<file path="src/rtl/seq_tx_pkg.sv">
// Shared types and helpers for the serial pattern transmitter: state encoding,
// counter sizing and preamble bit generation.
package seq_tx_pkg;

    typedef enum logic [1:0] {
        IDLE = 2'd0,
        PRE  = 2'd1,
        DATA = 2'd2,
        GAP  = 2'd3
    } tx_state_t;

    function automatic int max3(input int a, input int b, input int c);
        int m;
        m = a;
        if (b > m) m = b;
        if (c > m) m = c;
        return m;
    endfunction

    // One counter covers the preamble, data and gap phases, so it is sized
    // for the longest of the three.
    function automatic int cnt_width(input int pat_w, input int pre_bits, input int gap_cyc);
        int m;
        m = max3(pat_w, pre_bits, gap_cyc);
        return (m < 1) ? 1 : $clog2(m + 1);
    endfunction

    // Preamble alternates 1,0,1,0,... starting at index 0.
    function automatic logic pre_bit(input logic idx_lsb);
        return ~idx_lsb;
    endfunction

endpackage

</file>
<file path="src/rtl/bit_serializer.sv">
// PAT_W-bit load/shift register that exposes the next bit to transmit; the
// shift direction follows MSB_FIRST.
module bit_serializer #(
    parameter int PAT_W     = 8,
    parameter int MSB_FIRST = 1
) (
    input  logic             clk,
    input  logic             reset,
    input  logic             load,
    input  logic             shift,
    input  logic [PAT_W-1:0] din,
    output logic             head
);

    logic [PAT_W-1:0] sr;

    always_ff @(posedge clk or negedge reset) begin
        if (!reset) begin
            sr <= '0;
        end else if (load) begin
            sr <= din;
        end else if (shift) begin
            if (MSB_FIRST != 0) sr <= sr << 1;
            else                sr <= sr >> 1;
        end
    end

    assign head = (MSB_FIRST != 0) ? sr[PAT_W-1] : sr[0];

endmodule

</file>
<file path="src/rtl/seq_pattern_tx.sv">
// Serial pattern transmitter: preamble, pattern, idle gap, with Mealy outputs.
// Define SEQ_TX_REG_OUT_EN to register dout/dout_valid/done (adds one cycle).
//
// state | meaning
// IDLE  | in_ready=1; a handshake emits preamble bit 0 in the same cycle
// PRE   | remaining preamble bits, count = preamble index
// DATA  | pattern bits from the serializer head, count = data index
// GAP   | quiet cycles before the next accept
module seq_pattern_tx
    import seq_tx_pkg::*;
#(
    parameter int PAT_W     = 8,
    parameter int PRE_BITS  = 2,
    parameter int GAP_CYC   = 1,
    parameter int MSB_FIRST = 1
) (
    input  logic             clk,
    input  logic             reset,
    input  logic             in_valid,
    output logic             in_ready,
    input  logic [PAT_W-1:0] in_pattern,
    output logic             dout,
    output logic             dout_valid,
    output logic             done
);

    localparam int CNT_W = cnt_width(PAT_W, PRE_BITS, GAP_CYC);
    localparam logic [CNT_W-1:0] PRE_LAST  = CNT_W'(PRE_BITS - 1);
    localparam logic [CNT_W-1:0] DATA_LAST = CNT_W'(PAT_W - 1);
    localparam logic [CNT_W-1:0] GAP_LAST  = CNT_W'((GAP_CYC > 0) ? GAP_CYC - 1 : 0);

    tx_state_t        state, state_nxt;
    logic [CNT_W-1:0] cnt, cnt_nxt;
    logic             load, shift, head;
    logic             rdy_c, dout_c, dv_c, done_c;

    bit_serializer #(
        .PAT_W     (PAT_W),
        .MSB_FIRST (MSB_FIRST)
    ) u_ser (
        .clk   (clk),
        .reset (reset),
        .load  (load),
        .shift (shift),
        .din   (in_pattern),
        .head  (head)
    );

    always_ff @(posedge clk or negedge reset) begin
        if (!reset) begin
            state <= IDLE;
            cnt   <= '0;
        end else begin
            state <= state_nxt;
            cnt   <= cnt_nxt;
        end
    end

    always_comb begin
        state_nxt = state;
        cnt_nxt   = cnt;
        load      = 1'b0;
        shift     = 1'b0;
        rdy_c     = 1'b0;
        dout_c    = 1'b0;
        dv_c      = 1'b0;
        done_c    = 1'b0;
        case (state)
            IDLE: begin
                rdy_c = 1'b1;
                if (in_valid) begin
                    dv_c   = 1'b1;
                    dout_c = 1'b1;
                    load   = 1'b1;
                    if (PRE_BITS > 1) begin
                        state_nxt = PRE;
                        cnt_nxt   = CNT_W'(1);
                    end else begin
                        state_nxt = DATA;
                        cnt_nxt   = '0;
                    end
                end
            end
            PRE: begin
                dv_c   = 1'b1;
                dout_c = pre_bit(cnt[0]);
                if (cnt == PRE_LAST) begin
                    state_nxt = DATA;
                    cnt_nxt   = '0;
                end else begin
                    cnt_nxt = cnt + CNT_W'(1);
                end
            end
            DATA: begin
                dv_c   = 1'b1;
                dout_c = head;
                shift  = 1'b1;
                if (cnt == DATA_LAST) begin
                    done_c  = 1'b1;
                    cnt_nxt = '0;
                    if (GAP_CYC > 0) state_nxt = GAP;
                    else             state_nxt = IDLE;
                end else begin
                    cnt_nxt = cnt + CNT_W'(1);
                end
            end
            GAP: begin
                if (cnt == GAP_LAST) begin
                    state_nxt = IDLE;
                    cnt_nxt   = '0;
                end else begin
                    cnt_nxt = cnt + CNT_W'(1);
                end
            end
            default: begin
                state_nxt = IDLE;
                cnt_nxt   = '0;
            end
        endcase
    end

    // Mealy outputs follow in_valid, so they are gated to keep them low during reset.
    assign in_ready = rdy_c & reset;

`ifdef SEQ_TX_REG_OUT_EN
    always_ff @(posedge clk or negedge reset) begin
        if (!reset) begin
            dout       <= 1'b0;
            dout_valid <= 1'b0;
            done       <= 1'b0;
        end else begin
            dout       <= dout_c;
            dout_valid <= dv_c;
            done       <= done_c;
        end
    end
`else
    assign dout       = dout_c & reset;
    assign dout_valid = dv_c & reset;
    assign done       = done_c & reset;
`endif

endmodule

</file>
<file path="config.mk">
export PLATFORM = sky130hd
export DESIGN_NAME = seq_pattern_tx
export DESIGN_NICKNAME = d
export VERILOG_FILES = /design/src/rtl/seq_tx_pkg.sv /design/src/rtl/bit_serializer.sv /design/src/rtl/seq_pattern_tx.sv
export SDC_FILE = /design/constraint.sdc
export NUM_CORES = 1
export LEC_CHECK = 0
export CAP_MARGIN = 10
export CORE_MARGIN = 8
export CORE_UTILIZATION = 45
export CTS_CLUSTER_SIZE = 20
export DETAILED_ROUTE_END_ITERATION = 8
export PLACE_DENSITY = 0.76
export RECOVER_POWER = 100
export SYNTH_ARGS = -nofsm -noshare
export SYNTH_HDL_FRONTEND = slang
export SYNTH_SLANG_ARGS = --single-unit
</file>
<file path="constraint.sdc">
create_clock -name clk -period 2 [get_ports clk]
set_input_delay 0.4 -clock clk [delete_from_list [all_inputs] [get_ports clk]]
set_output_delay 0.4 -clock clk [all_outputs]
set_load 0.005 [all_outputs]
</file>
==> results.yml, run 1 <==
sta:
  tightest_slew_ns: 0.435
  skew_ns: 0.00513
  rsz0062_at_grt: "no"
  setup_viol: 0
  period_needed_ns: 1.91
  slew_viol_final: 0
  slew_headroom_pct: 71.0
  fin_ws_ns: 0.0884
  timing.final.hold_violations: 0
  max_freq_mhz: 523
  fin_crit_sh_pct: 95.6
clock_network:
  cts_made_buffers: 3
  holdBufCountCts: 0
  clkTransAtPathRegs_ns: 0.08
  cts_tree: "built"
  postCtsSetupBuffers: 0
  clock_sinks: 14
  clock_path_buffers: 2
  clockRootBuffer: "clkbuf_4"
  htree_levels: 1
  worstSkewPairLatency_ns: 0.27
flow_run:
  drv_cap: 0
route:
  wl_um: 1900
  drtIter0Drc: 13
  antenna_left: 0
  dr.pass1.iters: 4
  wl_per_cell_um: 13.1
  vias_per_cell: 5.10
  drc: 0
  route.vias.total: 739
floorplan:
  die_w_um: 60.0
  dieArea_um2: 3600
  rows: 16
  die_h_um: 60.0
  core-area_um2: 1900
  start_util_pct: 45.9
  ioPinCount: 15
cells_and_area:
  fillers: 171
  nNetsFinal: 138
  fin_area_um2: 1180
  n_antenna_cell: 0
  syn2layout_area_growth_pct: 35.0
  drive_gt1_share_pct: 25.4
place:
  place_area_um2: 1140
  pre_cts_ws_ns: -0.323
  routabilityCongestion: 0.858
  dp_hpwl_um: 1540
  io_buffers: 14
critical_path:
  arrival_ns: 1.51
  crit_type: "in -> out"
  cp_slowest_cell: "dlygate4sd3_1"
  critical-path-top-delay-family: "buffers and inverters"
  cp_max_fo: 8
  critPathBufInv: 3
  critPathMaxStageDelay_ns: 0.57
  crit_chain: "dlygate4sd3_1, buf_6, and2_1, dlygate4sd2_1"
  worstPathRequired_ns: 1.60
  critPathCaptureType: "output port"
  worstSetupStartpointType: "input port"
logic_synthesis:
  syn-num-nets: 108
  seq_area_frac_synth_pct: 40.2
  async_reset_ff_share_pct: 100
  synth_warnings: 0
  synth_cells: 89
  synth_area_leaders: "dfrtp_1, ha_1, mux2i_1"
  ys_top_cells_by_count: "dfrtp_1, nand2_1, ha_1, mux2i_1, o21ai_0"
  synth_edf_count: 0
  yosysTopAreaCell: "dfrtp_1"
  synth_most_common_cell: "dfrtp_1"
  synth_top_area_share_pct: 40.2
  yosys_register_bits: 14
  ys.flop_type: "dfrtp_1"
  yosys.cell_types.count: 28
  syn_avg_cell_area_um2: 9.80
  syn_area_um2: 872
global_route:
  grt_pass1_wl_um: 3280
  grt_overflow: 0
  met2_usage_pct: 19.5
  grt_pass1_vias: 803
  grt_antenna_before_repair: 0
  grt_max_degree: 17
  grtUsageMet1_pct: 13.4
  grt_util_all_layers_pct: 12.3
  met3_usage_pct: 4.30
  top_usage_layer: "met2"
run_status:
  outcome: "finished, final reports clean"
power_and_ir_drop:
  powerDensity_nw_per_um2: 1440
  leakagePower_nw: 0.537
  peakVddDrop_v: 0.000671
hold_path:
  hold_path_class: "in -> async"
## final cells by class
type                    instances  area, µm²  share of cell area (%)
repair buffers                 29        230                    19.6
well taps                      27       33.8                    2.87
clock buffers                   4       36.3                    3.08
flip-flops and latches         14        350                    29.8
multi-input cells              66        508                    43.1
inverters                       5       18.8                    1.59
## flip-flops by register name, summed over array words and instances (netlist names)
signal,count
state,2
u_ser.sr,8
cnt,4
## power breakdown
part           leakage (nW)  switching, W  internal, W
logic                 0.338      0.000479     0.000534
registers             0.178     0.0000859     0.000403
clock network        0.0210     0.0000852     0.000111
## logic make-up after synthesis
family                   synth area share [%]
flip-flops                               40.2
buffers and inverters                    3.87
AND/OR/NAND/NOR                          19.9
multiplexers                             10.9
AO/OA/AOI/OAI                            13.6
adder cells (fa/ha/maj)                  11.5
## placed cells by master, fill, tap and decap left out, drive strengths merged, types with 3 or more instances in the layout
cell type / synthesis / final
dfrtp: 14 / 14
nand2: 12 / 12
buf: 1 / 12
clkbuf: 3 / 10
clkdlybuf4s50: 0 / 9
mux2i: 8 / 8
o21ai: 8 / 8
ha: 8 / 8
inv: 5 / 5
nor2: 3 / 3
nand2b: 3 / 3
nand3: 3 / 3
and2: 3 / 3
## path summary, 6_finish.rpt
kind                            cells after the start  slack (ns)         from           to
worst max-delay path                                4        0.09        reset     in_ready
worst min-delay path                                2        0.51        reset       cnt[3]
worst max register to register                      6        0.17       cnt[0]     state[1]
worst min register to register                      2        0.56  u_ser.sr[0]  u_ser.sr[0]
max in group asynchronous                           3        0.89        reset       cnt[2]
min in group clk                                    2        0.56  u_ser.sr[0]  u_ser.sr[0]
## per-stage QoR
step                utilization (%)  TNS [ns]  std cells  power (W)  hold WS (ns)
floorplan                         -         0         89    0.00112         0.104
global placement               60.1    -0.706        141    0.00145         0.538
detailed placement             60.1    -0.743        141    0.00150         0.545
CTS                            62.6   -0.0765        145    0.00172         0.432
global route                   61.9         0        145    0.00187         0.498
finish                         61.9         0        145    0.00170         0.509
## routing by layer
layer | share of wire (%) | vias up
met5 | 0 | -
li1 | - | 368
met2 | 51 | 20
met1 | 41 | 345
met4 | 2.6 | 0
met3 | 5.6 | 6
## what timing repair did
action / CTS / global route
resized for setup: 9 / 10
setup endpoints to repair: 4 / 3
pin swaps: 1 / 2
Note: power is estimated with default switching activity, not from simulation.
==> run 2: changes to the inputs <==
--- a/config.mk
+++ b/config.mk
@@ -15,3 +15,4 @@
 export SYNTH_ARGS = -nofsm -noshare
 export SYNTH_HDL_FRONTEND = slang
 export SYNTH_SLANG_ARGS = --single-unit
+export TNS_END_PERCENT = 100
==> results of run 2 <==
Final layout, timing and power as in run 1 (identical DEF).
==> patch (flow settings as in run 1) <==
Encoding of `tx_state_t`: now Gray code (2 bits for 4 states).
--- a/src/rtl/seq_tx_pkg.sv
+++ b/src/rtl/seq_tx_pkg.sv
@@ -4,8 +4,8 @@
 
     typedef enum logic [1:0] {
-        IDLE = 2'd0,
-        PRE  = 2'd1,
-        DATA = 2'd2,
-        GAP  = 2'd3
+        IDLE = 2'b00,
+        PRE  = 2'b01,
+        DATA = 2'b11,
+        GAP  = 2'b10
     } tx_state_t;
 
Behaviour: no difference found for any inputs over 10 cycles, from zero or initial values and one cycle with reset low; not proved beyond that.
==> patch against run 1 <==
- sequential cell count stayed put
- area after synthesis decreased by 2.0%
- routed wire length up 1.0%
- power down 20%
- sequential power is 0.8% lower
- cell count unchanged
- setup slack improved by 0.020 ns
- clock power up 7%
- via count rose by 1.6%
- utilization grew 1.9 points
- final area down 4.4%
- clock skew is 0.00096 ns lower
- synthesized cell count rose by 5.6%
==> patch: results (changes against run 1) <==
[run_status]
status = finished clean  ; unchanged

[clocking]
cts_buffers = 3  ; unchanged
h-tree-depth = 1  ; unchanged
clkLatencyLatePin_ns = 0.28
cts_buffer_depth = 2  ; unchanged
clkTransAtPathRegs_ns = 0.09
cts.root.buffer_cell = clkbuf_4  ; unchanged

[synthesis]
synth_common_cells = dfrtp_1, o21ai_0, nand2_1  ; was dfrtp_1, nand2_1, ha_1, mux2i_1, o21ai_0
synth_fp_nets = 108  ; unchanged
synthFlopType = dfrtp_1  ; unchanged
synthCells = 94  ; was 89
synth.distinct_cells = 25  ; was 28
synth_async_sr_flop_share_pct = 100  ; unchanged
synth_area_leaders = dfrtp_1, mux2_2, mux2i_1  ; was dfrtp_1, ha_1, mux2i_1
seq_area_frac_synth_pct = 41.0  ; was 40.2%
ys_warn_count = 0  ; unchanged

[global_route]
grt_max_degree = 15  ; was 17
grt.total_usage_pct = 12.8  ; was 12.3%
grt_pass1_wl_um = 3490  ; was 3280 um
grt_pass1_vias = 779  ; was 803
grt_antenna_before_repair = 0  ; unchanged

[route]
vias = 751  ; was 739
routed_wl_um = 1920  ; was 1900 um
dr.pass1.iters = 4  ; unchanged
drt_iter0_drc = 29  ; was 13

[power]
leakagePower_nw = 0.506  ; was 0.537 nW
ir_drop_mv = 0.806  ; was 0.671 mV

[place]
placed_cells = 138  ; was 141
dp_slack_ns = -0.151  ; was -0.323 ns
port_buffers = 14  ; unchanged
dpl.hpwl_um = 1470  ; was 1540 um
place.gp.congestion = 0.921  ; was 0.858

[cells_and_area]
n_fill_cell = 162  ; was 171
fin_nets = 135  ; was 138
reg_top3 = u_ser.sr x8, cnt x4, state x2  ; unchanged
stdcell_count = 145  ; unchanged
drive_gt1_share_pct = 20.0  ; was 25.4%
diodes = 0  ; unchanged

[timing]
whs_ns = 0.271  ; was 0.509 ns
relSlewSlack_pct = 64.7  ; was 71.0%
fmax_mhz = 529  ; was 523 MHz
skew_ns = 0.00417  ; was 0.00513 ns

[setup_path]
crit_arrival_ns = 1.49  ; was 1.51 ns
crit_fanout = 8  ; unchanged
ff2ff_setup_slack_ns = 0.14  ; was 0.17 ns

[min_path]
min_path_type = input pin to async pin  ; unchanged

patch: cell count changes after synthesis, sizes merged, moves of 2 or more:
cell           run 1  this run
ha                 8         3
and2               3         1
and3               0         2
o21ai              8        14
nor2               3         8
nand2b             3         0
nor2b              1         3
mux2               1         7
buf                1         3
a31oi              0         2
nor3b              2         0
patch: worst paths after layout:
check | startpoint | to | cells after the start
setup / recovery | state[1] | in_ready | 3
hold / removal | reset | state[0] | 2
setup reg to reg | cnt[1] | cnt[3] | 7
hold reg to reg | u_ser.sr[0] | u_ser.sr[0] | 2
max in group asynchronous | reset | cnt[3] | 2
min in group clk | u_ser.sr[0] | u_ser.sr[0] | 2
patch: routing by layer:
layer  vias to the layer above  GRT usage, %  routed length [um]
met5                         -             0                   0
met1                       351          14.9                 875
met3                         2          4.77                  97
li1                        381             -                   -
met4                         0          5.10                  16
met2                        17          20.6                 926
patch: logic make-up after synthesis:
group | synth area share, %
and+or+nand+nor | 16.5
AOI/OAI and AO/OA | 15.7
muxes | 17.4
DFF | 41.0
buffers and inverters | 4.98
adders and majority gates | 4.39
patch: metrics by stage:
| step | util, % | power [mW] |
|---|---|---|
| after floorplan | - | 0.914 |
| after global placement | 60.9 | 1.09 |
| after detailed placement | 60.9 | 1.12 |
| after CTS | 63.8 | 1.35 |
| after global routing | 63.8 | 1.48 |
| final | 63.8 | 1.35 |
patch: final cells by class:
class                      count  share of cell area (%)
sequential                    14                    31.2
timing repair buffer          27                    19.3
inverter                       4                    1.33
tap                           25                    2.78
clock buffer                   4                    3.22
multi-input combinational     71                    42.1
patch: repair_timing:
| action | CTS | global route |
|---|---|---|
| setup buffers | 2 | 1 |
| pin swaps | 1 | 1 |
| hold buffers | 0 | 0 |
| gates resized for setup | 7 | 3 |
| setup endpoints to repair | 4 | 2 |
patch: where the power goes:
part	internal (mW)	switching (mW)
logic	0.335	0.324
registers	0.384	0.101
clock network	0.111	0.0995
patch: critical path, stage by stage (launching register included):
cell             delay (ns)
dfrtp_2                0.48
nor2_4                 0.11
and2_1                 0.12
clkdlybuf4s50_1        0.50
